`src/rtl/clk_sw_pkg.sv`:
```
// ============================================================================
//  Module      : clk_sw_pkg
//  Description : Shared types and constants for the clock-switch controller:
//                FSM state encoding and clock-source identifiers.
//  Revision    : 1.0 - initial release
// ============================================================================
`default_nettype none

package clk_sw_pkg;

   // Clock-source identifiers as seen on sel / cur_src
   localparam logic SRC_CLK_1 = 1'b0;
   localparam logic SRC_CLK_2 = 1'b1;

   // Controller state encoding
   typedef enum logic [1:0] {
      ST_IDLE   = 2'd0,
      ST_SETTLE = 2'd1,
      ST_DWELL  = 2'd2
   } state_t;

endpackage

`default_nettype wire

```
`src/rtl/clk_switch_ctrl_if.sv`:
```
// ============================================================================
//  Module      : clk_switch_ctrl_if
//  Description : Requester-side bundle of the clock-switch controller.
//                master = requesters / environment, slave = controller.
//  Revision    : 1.0 - initial release
// ============================================================================
`default_nettype none

interface clk_switch_ctrl_if #(
   parameter int N_REQ = 4
);
   logic [N_REQ-1:0] req;
   logic [N_REQ-1:0] req_tgt;
   logic [N_REQ-1:0] ack;
   logic             sel;
   logic             cur_src;
   logic             busy;

   modport master (
      output req, req_tgt,
      input  ack, sel, cur_src, busy
   );

   modport slave (
      input  req, req_tgt,
      output ack, sel, cur_src, busy
   );
endinterface

`default_nettype wire

```
`src/rtl/rr_arbiter.sv`:
```
// ============================================================================
//  Module      : rr_arbiter
//  Description : Combinational round-robin picker. Chooses the first
//                eligible (requesting and unmasked) index at or after the
//                pointer, wrapping modulo N_REQ. One-hot grant plus valid.
//  Revision    : 1.0 - initial release
// ============================================================================
`default_nettype none

module rr_arbiter #(
   parameter int N_REQ = 4,
   parameter int PTR_W = (N_REQ > 1) ? $clog2(N_REQ) : 1
) (
   input  logic [N_REQ-1:0] i_req,
   input  logic [N_REQ-1:0] i_mask,
   input  logic [PTR_W-1:0] i_ptr,
   output logic [N_REQ-1:0] o_gnt,
   output logic             o_valid
);

   logic [N_REQ-1:0] w_elig;

   assign w_elig = i_req & ~i_mask;

   // Scan distances 0..N_REQ-1 from the pointer; the first eligible index wins
   always_comb begin
      o_gnt   = '0;
      o_valid = 1'b0;
      for (int j = 0; j < N_REQ; j++) begin
         for (int i = 0; i < N_REQ; i++) begin
            if (!o_valid && w_elig[i] &&
                (((i + N_REQ - int'(i_ptr)) % N_REQ) == j)) begin
               o_gnt[i] = 1'b1;
               o_valid  = 1'b1;
            end
         end
      end
   end

endmodule

`default_nettype wire

```
`src/rtl/clk_switch_ctrl.sv`:
```
// ============================================================================
//  Module      : clk_switch_ctrl
//  Description : Arbitrates clock-source change requests from N_REQ
//                requesters, drives the glitch-free mux select, waits
//                SETTLE_CYCLES before committing the new source and acking.
//                Optional macro CLK_SWITCH_CTRL_DWELL_EN adds a DWELL state
//                that holds busy for DWELL_CYCLES after each committed switch.
//  Revision    : 1.0 - initial release
// ============================================================================
`default_nettype none

module clk_switch_ctrl
   import clk_sw_pkg::*;
#(
   parameter int N_REQ         = 4,
   parameter int SETTLE_CYCLES = 8,
   parameter int DWELL_CYCLES  = 16
) (
   input  logic                 clk,
   input  logic                 rst_n,
   clk_switch_ctrl_if.slave     if_bus
);

   localparam int c_PTR_W   = (N_REQ > 1) ? $clog2(N_REQ) : 1;
   localparam int c_CNT_MAX = (SETTLE_CYCLES > DWELL_CYCLES) ? SETTLE_CYCLES : DWELL_CYCLES;
   localparam int c_CNT_W   = $clog2(c_CNT_MAX + 1);

   state_t             r_state,   w_state_nxt;
   logic               r_sel,     w_sel_nxt;
   logic               r_cur_src, w_cur_nxt;
   logic [N_REQ-1:0]   r_ack,     w_ack_nxt;
   logic               r_busy,    w_busy_nxt;
   logic [c_CNT_W-1:0] r_cnt,     w_cnt_nxt;
   logic [c_PTR_W-1:0] r_ptr,     w_ptr_nxt;
   logic [c_PTR_W-1:0] r_gidx,    w_gidx_nxt;

   logic [N_REQ-1:0]   w_gnt;
   logic               w_gnt_valid;
   logic [c_PTR_W-1:0] w_gidx;

   // The requester being acked this cycle still holds req; mask it out
   rr_arbiter #(
      .N_REQ (N_REQ),
      .PTR_W (c_PTR_W)
   ) u_arb (
      .i_req   (if_bus.req),
      .i_mask  (r_ack),
      .i_ptr   (r_ptr),
      .o_gnt   (w_gnt),
      .o_valid (w_gnt_valid)
   );

   // One-hot grant to binary index
   always_comb begin
      w_gidx = '0;
      for (int i = 0; i < N_REQ; i++) begin
         if (w_gnt[i]) w_gidx = c_PTR_W'(i);
      end
   end

   // State and output registers; reset aborts any switch in flight
   always_ff @(posedge clk or negedge rst_n) begin
      if (!rst_n) begin
         r_state   <= ST_IDLE;
         r_sel     <= SRC_CLK_1;
         r_cur_src <= SRC_CLK_1;
         r_ack     <= '0;
         r_busy    <= 1'b0;
         r_cnt     <= '0;
         r_ptr     <= '0;
         r_gidx    <= '0;
      end else begin
         r_state   <= w_state_nxt;
         r_sel     <= w_sel_nxt;
         r_cur_src <= w_cur_nxt;
         r_ack     <= w_ack_nxt;
         r_busy    <= w_busy_nxt;
         r_cnt     <= w_cnt_nxt;
         r_ptr     <= w_ptr_nxt;
         r_gidx    <= w_gidx_nxt;
      end
   end

   // Next-state: grant only in IDLE, count down settle (and dwell), ack on commit
   always_comb begin
      w_state_nxt = r_state;
      w_sel_nxt   = r_sel;
      w_cur_nxt   = r_cur_src;
      w_ack_nxt   = '0;
      w_busy_nxt  = r_busy;
      w_cnt_nxt   = r_cnt;
      w_ptr_nxt   = r_ptr;
      w_gidx_nxt  = r_gidx;
      case (r_state)
         ST_IDLE: begin
            if (w_gnt_valid) begin
               w_ptr_nxt = (w_gidx == c_PTR_W'(N_REQ - 1)) ? '0 : w_gidx + c_PTR_W'(1);
               if (if_bus.req_tgt[w_gidx] == r_cur_src) begin
                  // Already on the requested source: acknowledge immediately
                  w_ack_nxt = w_gnt;
               end else begin
                  w_sel_nxt   = if_bus.req_tgt[w_gidx];
                  w_state_nxt = ST_SETTLE;
                  w_busy_nxt  = 1'b1;
                  w_cnt_nxt   = c_CNT_W'(SETTLE_CYCLES - 1);
                  w_gidx_nxt  = w_gidx;
               end
            end
         end
         ST_SETTLE: begin
            if (r_cnt != '0) begin
               w_cnt_nxt = r_cnt - c_CNT_W'(1);
            end else begin
               // Commit regardless of whether the requester still holds req
               w_cur_nxt         = r_sel;
               w_ack_nxt[r_gidx] = 1'b1;
`ifdef CLK_SWITCH_CTRL_DWELL_EN
               w_state_nxt = ST_DWELL;
               w_cnt_nxt   = c_CNT_W'(DWELL_CYCLES - 1);
`else
               w_state_nxt = ST_IDLE;
               w_busy_nxt  = 1'b0;
`endif
            end
         end
`ifdef CLK_SWITCH_CTRL_DWELL_EN
         ST_DWELL: begin
            if (r_cnt != '0) begin
               w_cnt_nxt = r_cnt - c_CNT_W'(1);
            end else begin
               w_state_nxt = ST_IDLE;
               w_busy_nxt  = 1'b0;
            end
         end
`endif
         default: begin
            w_state_nxt = ST_IDLE;
            w_busy_nxt  = 1'b0;
         end
      endcase
   end

   assign if_bus.ack     = r_ack;
   assign if_bus.sel     = r_sel;
   assign if_bus.cur_src = r_cur_src;
   assign if_bus.busy    = r_busy;

endmodule

`default_nettype wire

```
`src/flat_wrapper.sv`:
```
// flat-port wrapper written by rule: the top's interface ports become plain ports
module clk_switch_ctrl_flat import clk_sw_pkg::*;
#(
   parameter int N_REQ         = 4,
   parameter int SETTLE_CYCLES = 8,
   parameter int DWELL_CYCLES  = 16
)
  (clk, rst_n, if_bus_req, if_bus_req_tgt, if_bus_ack, if_bus_sel, if_bus_cur_src, if_bus_busy);
  clk_switch_ctrl_if #(.N_REQ(N_REQ)) if_bus_i ();
  input  logic clk;
  input  logic rst_n;
  input wire logic [$bits(if_bus_i.req)-1:0] if_bus_req;
  input wire logic [$bits(if_bus_i.req_tgt)-1:0] if_bus_req_tgt;
  output wire logic [$bits(if_bus_i.ack)-1:0] if_bus_ack;
  output wire logic [$bits(if_bus_i.sel)-1:0] if_bus_sel;
  output wire logic [$bits(if_bus_i.cur_src)-1:0] if_bus_cur_src;
  output wire logic [$bits(if_bus_i.busy)-1:0] if_bus_busy;
  assign if_bus_i.req = if_bus_req;
  assign if_bus_i.req_tgt = if_bus_req_tgt;
  assign if_bus_ack = if_bus_i.ack;
  assign if_bus_sel = if_bus_i.sel;
  assign if_bus_cur_src = if_bus_i.cur_src;
  assign if_bus_busy = if_bus_i.busy;
  clk_switch_ctrl #(.N_REQ(N_REQ), .SETTLE_CYCLES(SETTLE_CYCLES), .DWELL_CYCLES(DWELL_CYCLES)) u_core (.clk(clk), .rst_n(rst_n), .if_bus(if_bus_i));
endmodule
```
`config.mk`:
```
export PLATFORM = sky130hd
export DESIGN_NAME = clk_switch_ctrl_flat
export DESIGN_NICKNAME = d
export VERILOG_FILES = /design/src/rtl/clk_sw_pkg.sv /design/src/rtl/clk_switch_ctrl_if.sv /design/src/rtl/rr_arbiter.sv /design/src/rtl/clk_switch_ctrl.sv /design/src/flat_wrapper.sv
export SDC_FILE = /design/constraint.sdc
export NUM_CORES = 1
export LEC_CHECK = 0
export ABC_AREA = 0
export BUFFER_PORTS_ARGS = -buffer_cell sky130_fd_sc_hd__buf_2
export CAP_MARGIN = 20
export CORE_MARGIN = 8
export CORE_UTILIZATION = 42
export DETAILED_ROUTE_END_ITERATION = 12
export GPL_TIMING_DRIVEN = 0
export HOLD_SLACK_MARGIN = 0.15
export SYNTH_ARGS = -nofsm -noshare
export SYNTH_HDL_FRONTEND = slang
export SYNTH_HIERARCHICAL = 1
export SYNTH_SLANG_ARGS = --single-unit
```
`constraint.sdc`:
```
create_clock -name clk -period 2.8 [get_ports clk]
set_input_delay 0.14 -clock clk [delete_from_list [all_inputs] [get_ports clk]]
set_output_delay 0.14 -clock clk [all_outputs]
set_load 0.005 [all_outputs]
```
Word-level counts from Yosys, hierarchy flattened
Index checks and enable logic that the tools add are counted.
{ "totals": {"ff_bits": 18, "latchBits": 0, "ramBits": 0, "romBits": 0, "inputBits": 10, "output_inout_bits": 7, "wordCells": 162, "memories": 0} }
{ "classes": {"add_sub_neg": 6, "mul": 0, "n_div": 0, "order_cmp": 3, "eq_ne": 19, "n_shift": 0, "n_mux": 55, "n_bitwise": 8, "n_reduce_logical": 63} }
{ "ops": {"columns": ["operator", "n"], "rows": [
  ["$logic_not 32->1", 4],
  ["$mux 1", 37],
  ["$logic_and 1x1->1", 32],
  ["$eq 3x3->1 const B", 8],
  ["$sub 3x2->4 const A", 4],
  ["$logic_not 1->1", 15],
  ["$mux 5", 3],
  ["$eq 3x2->1 const B", 4],
  ["$mux 2", 6],
  ["$mux 4", 3],
  ["$pmux 5 s2", 1],
  ["$pmux 4 s2", 1],
  ["$reduce_or 2->1", 4],
  ["$lt 2x3->1 const B", 2],
  ["$ne 2x2->1 const B", 3],
  ["$reduce_and 3->1", 2],
  ["$reduce_bool 5->1", 1],
  ["$sub 5x1->5 const B", 1],
  ["$and 1x1->1", 4],
  ["$and 4x4->4", 1],
  ["$not 4->4", 1],
  ["$pmux 2 s2", 1],
  ["$reduce_and 2->1", 2],
  ["$reduce_and 4->1", 1],
  ["12 further kinds", 13]
]} }

Logic depth before layout (Yosys ltp)
{ "depth": {"ltp_word": 73, "ltp_mapped": 7, "depth_no_buf": 7} }

By module
The synthesis kept the hierarchy.
{ "modules_own_cells": {"columns": ["mod", "instances", "cells_per_inst", "area_each_um2", "seq_area_each_um2"], "rows": [
  ["clk_switch_ctrl", 1, 74, 775.7, 400.4],
  ["rr_arbiter", 1, 21, 162.7, 0.0]
]} }

Least setup slack after synthesis
Ideal clock, no wire load.
{ "synth_path": {"path_type": "register to register", "startpoint": "register u_core.r_ack[3], in the netlist u_core/if_bus.ack[3]", "endpoint": "register u_core.r_gidx[0]", "setup_ns": 0.125, "arrival_time_ns": 2.255, "required_time_ns": 2.675, "setup_slack_ns": 0.420, "stages_incl_launch_ff": 8, "path_buffers": 0, "synth_period_minus_slack_ns": 2.380, "cell_sequence": "dfrtp_1 nand2b_2 nand2_1 a221oi_2 mux2_1 a221o_2 mux2i_4 mux2_4"} }
{ "synth_via": {"elab_cells_between_ends": 71, "classes_between": "1 x eq/ne; 28 x mux; 3 x bitwise; 39 x reduce/logical"} }
{ "synth_lines": {"columns": ["element", "line_no", "text"], "rows": [
  ["start, declared", "clk_switch_ctrl.sv:31", "logic [N_REQ-1:0] r_ack, w_ack_nxt;"],
  ["start signal, assigned", "clk_switch_ctrl.sv:76", "r_ack <= w_ack_nxt;"],
  ["$not 4->4 (*)", "rr_arbiter.sv:23", "assign w_elig = i_req & ~i_mask;"],
  ["$and 4x4->4 (*)", "rr_arbiter.sv:23", null],
  ["$logic_and 1x1->1 (2 in a row)", "rr_arbiter.sv:31", "if (!o_valid && w_elig[i] &&"],
  ["$mux 1", "rr_arbiter.sv:31", null],
  ["$logic_not 1->1", "rr_arbiter.sv:31", null],
  ["$logic_and 1x1->1 (2 in a row)", "rr_arbiter.sv:31", null],
  ["$mux 1", "rr_arbiter.sv:31", null],
  ["$logic_not 1->1", "rr_arbiter.sv:31", null],
  ["[... 35 more ...]", null, null],
  ["named net u_core.w_gnt[1]", "clk_switch_ctrl.sv:37", "logic [N_REQ-1:0] w_gnt;"],
  ["$mux 1 (*)", "clk_switch_ctrl.sv:57", "if (w_gnt[i]) w_gidx = c_PTR_W'(i);"],
  ["$mux 2 (*) (2 in a row)", "clk_switch_ctrl.sv:57", null],
  ["$bmux 1 s2", "clk_switch_ctrl.sv:98", "if (if_bus.req_tgt[w_gidx] == r_cur_src) begin"],
  ["$mux 1 (not written as such)", "clk_switch_ctrl.sv:98", null],
  ["$eq 1x1->1", "clk_switch_ctrl.sv:98", null],
  ["$not 1->1 (no source line)", null, null],
  ["$reduce_and 3->1 (no source line)", null, null],
  ["end signal, assigned", "clk_switch_ctrl.sv:80", "r_gidx <= w_gidx_nxt;"],
  ["end, declared", "clk_switch_ctrl.sv:35", "logic [c_PTR_W-1:0] r_gidx, w_gidx_nxt;"]
]} }
The timed path passes the listed nets; every way through them passes the cells marked *. The select of a mux whose other input is x is not followed.
A chain may end at the register's enable or synchronous reset.

Worst setup path after layout
{ "layout_path": {"startpoint": "register u_core.r_ptr[1]", "endpoint": "register u_core.r_gidx[0]"} }
{ "layout_via": {"elab_cells_between_ends": 110, "classes_between": "4 x add/sub; 13 x eq/ne; 33 x mux; 5 x bitwise; 55 x reduce/logical"} }
{ "layout_lines": {"columns": ["element", "line_no", "text"], "rows": [
  ["start, declared", "clk_switch_ctrl.sv:34", "logic [c_PTR_W-1:0] r_ptr, w_ptr_nxt;"],
  ["start signal, assigned", "clk_switch_ctrl.sv:79", "r_ptr <= w_ptr_nxt;"],
  ["$sub 3x2->4", "rr_arbiter.sv:32", "(((i + N_REQ - int'(i_ptr)) % N_REQ) == j)) begin"],
  ["$reduce_or 2->1 (no source line)", null, null],
  ["$and 1x1->1 (no source line)", null, null],
  ["$logic_not 32->1", "rr_arbiter.sv:32", null],
  ["$logic_and 1x1->1", "rr_arbiter.sv:31", null],
  ["$mux 1", "rr_arbiter.sv:31", null],
  ["$logic_not 1->1", "rr_arbiter.sv:31", null],
  ["$logic_and 1x1->1 (2 in a row)", "rr_arbiter.sv:31", null],
  ["[... 49 more ...]", null, null],
  ["named net u_core.w_gnt[1]", "clk_switch_ctrl.sv:37", null],
  ["$mux 1 (*)", "clk_switch_ctrl.sv:57", null],
  ["$mux 2 (*) (2 in a row)", "clk_switch_ctrl.sv:57", null],
  ["$bmux 1 s2", "clk_switch_ctrl.sv:98", null],
  ["$mux 1 (not written as such)", "clk_switch_ctrl.sv:98", null],
  ["$eq 1x1->1", "clk_switch_ctrl.sv:98", null],
  ["$not 1->1 (no source line)", null, null],
  ["$reduce_and 3->1 (no source line)", null, null]
]} }
Marks and branches as above.

==> flow_metrics.py <==
metrics = {
    "yosys": {
        "yosysTopAreaCell": "dfrtp_1",
        "syn_area_per_cell_sq_um": 9.88,
        "synth_common_cells": "dfrtp_1, nand2_1, nor2_1",
        "yosys_warnings": 6,
        "synth_top_area_share": 0.427,
        "synth_most_common_cell": "dfrtp_1",
        "synth_enable_flop_cells": 0,
        "synth-seq-cells": 16,
        "synth.cell_area_sq_um": 938,
        "synth_fp_nets": 106,
        "async_flop_share": 1.00,
        "syn_inst": 95,
        "ys_seq_area_frac": 0.427,
        "synthTopCellsByArea": "dfrtp_1, nand2_1, nor2_1, a21oi_1, a22oi_1",
        "ys_types": 38,
        "ys.flop_type": "dfrtp_1",
    },
    "floorplan": {
        "dieArea_sq_um": 4000,
        "die_y_um": 63.3,
        "core_area_sq_um": 2170,
        "std_cell_rows": 17,
        "dieWidth_um": 63.3,
        "start_util": 0.433,
        "pin_count": 17,
    },
    "power_and_ir_drop": {
        "p_clk_frac": 0.136,
        "pwr-share-seq": 0.376,
        "p_sw_frac": 0.408,
        "static-leakage-power_uw": 0.000518,
        "ir_worst_vdd_v": 0.000539,
        "combPwrFrac": 0.488,
        "p_sw_uw": 453,
        "powerDensity_nw_per_um2": 1010,
        "internal-power_uw": 657,
    },
    "detailed_routing": {
        "antenna_left": 0,
        "drc_errors": 0,
        "routed_wl_um": 1970,
        "vias_per_cell": 5.31,
        "wl_per_cell_um": 13.7,
        "firstDrtPassIters": 4,
        "vias": 765,
        "first_iter_violations": 29,
    },
    "worst_setup_path": {
        "r2r-end": "u_core/r_gidx[0]$_DFFE_PN0P_",
        "r2r_cells": 7,
        "end_kind": "flop",
        "cp-start-kind": "flop",
        "setup.worst_path.class": "reg -> reg",
        "r2r-start": "u_core/r_ptr[1]$_DFFE_PN0P_",
        "cpLargestDelayFamily": "multiplexers",
        "cp.buffers_inverters": 1,
        "crit_arrival_ns": 2.79,
        "crit_path_max_fanout": 8,
        "max_stage_delay_ns": 0.47,
        "r2r_slack_ns": 0.19,
        "worstPathCellList": "inv_1 > o21ai_1 > a221oi_2 > mux2_1 > a221o_2 > mux2i_4 > mux2_4",
        "cp_data_required_time_ns": 2.98,
        "crit_path_top_delay_cell": "dfrtp_1",
    },
    "clocking": {
        "clkTransAtPathRegs_ns": 0.09,
        "clock_latency_ns": 0.28,
        "cts_tree": "yes",
        "htreeDepth": 1,
        "cts_sinks": 16,
        "numCtsBuffers": 3,
        "root_buffer": "clkbuf_4",
        "cts_max_path_buffers": 2,
    },
    "global_routing": {
        "overflow": 0,
        "grt_pass1_wl_um": 3320,
        "grt_pass1_vias": 776,
        "track_usage": 0.0992,
        "grt_antenna_before_repair": 0,
        "grt_max_degree": 17,
    },
    "timing": {
        "finalClockSkew_ns": 0.00120,
        "rsz0062_at_grt": "no",
        "min_period_ns": 2.61,
        "slew-limit-headroom": 0.681,
        "drv_slew": 0,
        "final.setup.worst_slack_ns": 0.186,
        "fin_crit_sh": 0.933,
        "tightest_slew_ns": 0.477,
        "setup_viol": 0,
        "tns_ns": 0,
        "max_freq_mhz": 383,
        "hold_viol": 0,
    },
    "run_status": {
        "outcome": "completed",
    },
    "placement": {
        "gp_congestion": 0.730,
        "post-place-ws_ns": 0.226,
        "detailed_place_hpwl_um": 1520,
        "io_buffers": 16,
    },
    "flow_run": {
        "maxCapViolCount": 0,
    },
    "layout": {
        "area_growth_pct": 17.2,
        "antennaDiodeCount": 0,
        "final_nets": 128,
        "drive_above_1_share": 0.293,
        "fillers": 206,
    },
    "worst_hold_path": {
        "hold_path_class": "in -> async",
    },
}
==> sequential cells by signal (all words and copies together), names as in the netlist <==
signal	cells
u_core/r_ptr	2
u_core/if_bus.ack	4
u_core/r_gidx	2
u_core/if_bus.busy	1
u_core/r_cnt	5
u_core/if_bus.cur_src	1
u_core/if_bus.sel	1
==> kinds of logic after synthesis <==
group | count (synthesis) | share of synthesized area
multiplexers | 5 | 0.0747
adder cells (fa/ha/maj) | 1 | 0.0133
AND/OR/NAND/NOR | 35 | 0.219
XOR/XNOR | 2 | 0.0187
buffers and inverters | 7 | 0.0280
flip-flops | 16 | 0.427
AO/OA/AOI/OAI | 29 | 0.220
==> per-stage QoR <==
step	power [uW]	hold slack, ns	util	instance area [sq um]	std cells
2_1_floorplan	821	-0.156	-	938	95
3_3_place_gp	945	0.0711	0.486	1050	139
3_5_place_dp	962	0.0727	0.486	1050	139
4_1_cts	1120	0.290	0.507	1100	144
5_1_grt	1200	0.321	0.507	1100	144
6_report	1110	0.286	0.507	1100	144
==> area by class of cell <==
cell class / count / area (sq um) / area share
multi-input combinational: 72 / 512 / 0.465
sequential: 16 / 400 / 0.364
timing repair buffer: 17 / 90.1 / 0.0819
clock buffer: 4 / 36.3 / 0.0330
tap: 28 / 35.0 / 0.0319
inverter: 7 / 26.3 / 0.0239
==> layer usage <==
metal / up-vias / routed length [um] / track usage
met1: 362 / 874 / 0.101
met5: - / 0 / 0
met3: 2 / 93 / 0.0265
li1: 389 / - / -
met2: 12 / 989 / 0.179
met4: 0 / 14 / 0.0557
==> worst register-to-register path, cell delays in order, from the launching register on <==
cell,delay [ns]
dfrtp_1,0.47
inv_1,0.10
o21ai_1,0.09
a221oi_2,0.38
mux2_1,0.37
a221o_2,0.43
mux2i_4,0.34
mux2_4,0.33
==> power groups by stage <==
stage / Combinational (uW) / Sequential [uW] / Clock (uW)
floorplan: 416 / 405 / 0
global placement: 528 / 416 / 0
detailed placement: 541 / 422 / 0
CTS: 544 / 418 / 156
global route: 604 / 431 / 167
finish: 542 / 418 / 151
==> cell usage in the layout, fill, tap and decap left out, types with 2 or more instances in the layout <==
master	netlist	final
o21ai_0	4	4
nor2_1	9	9
nand2b_1	3	3
a21o_2	2	2
o32ai_1	2	2
nand2_1	9	9
inv_1	7	7
nand2b_4	2	2
clkbuf_4	0	3
buf_2	0	16
o31ai_1	2	2
a21oi_1	6	6
a22oi_1	4	4
o21ai_1	2	2
o22ai_1	2	2
nand2b_2	2	2
dfrtp_1	16	16
==> worst max path at each step <==
stage,to,slack [ns],start,cells after the start
after floorplan,u_core/r_gidx[0]$_DFFE_PN0P_,0.42,u_core/if_bus.ack[3]$_DFF_PN0_,7
after global placement,u_core/r_gidx[0]$_DFFE_PN0P_,0.24,u_core/r_ptr[1]$_DFFE_PN0P_,7
after detailed placement,u_core/r_gidx[0]$_DFFE_PN0P_,0.23,u_core/r_ptr[1]$_DFFE_PN0P_,7
after CTS,u_core/r_gidx[0]$_DFFE_PN0P_,0.19,u_core/r_ptr[1]$_DFFE_PN0P_,7
after global routing,u_core/r_gidx[0]$_DFFE_PN0P_,0.06,u_core/if_bus.ack[3]$_DFF_PN0_,7
final,u_core/r_gidx[0]$_DFFE_PN0P_,0.19,u_core/r_ptr[1]$_DFFE_PN0P_,7
==> timing repair <==
item                                   in CTS  in global routing
hold buffers                                1                  0
resized for setup                           0                  0
endpoints found under the hold margin      16                  0
setup buffers                               0                  0
(Power assumes the default switching activity.)
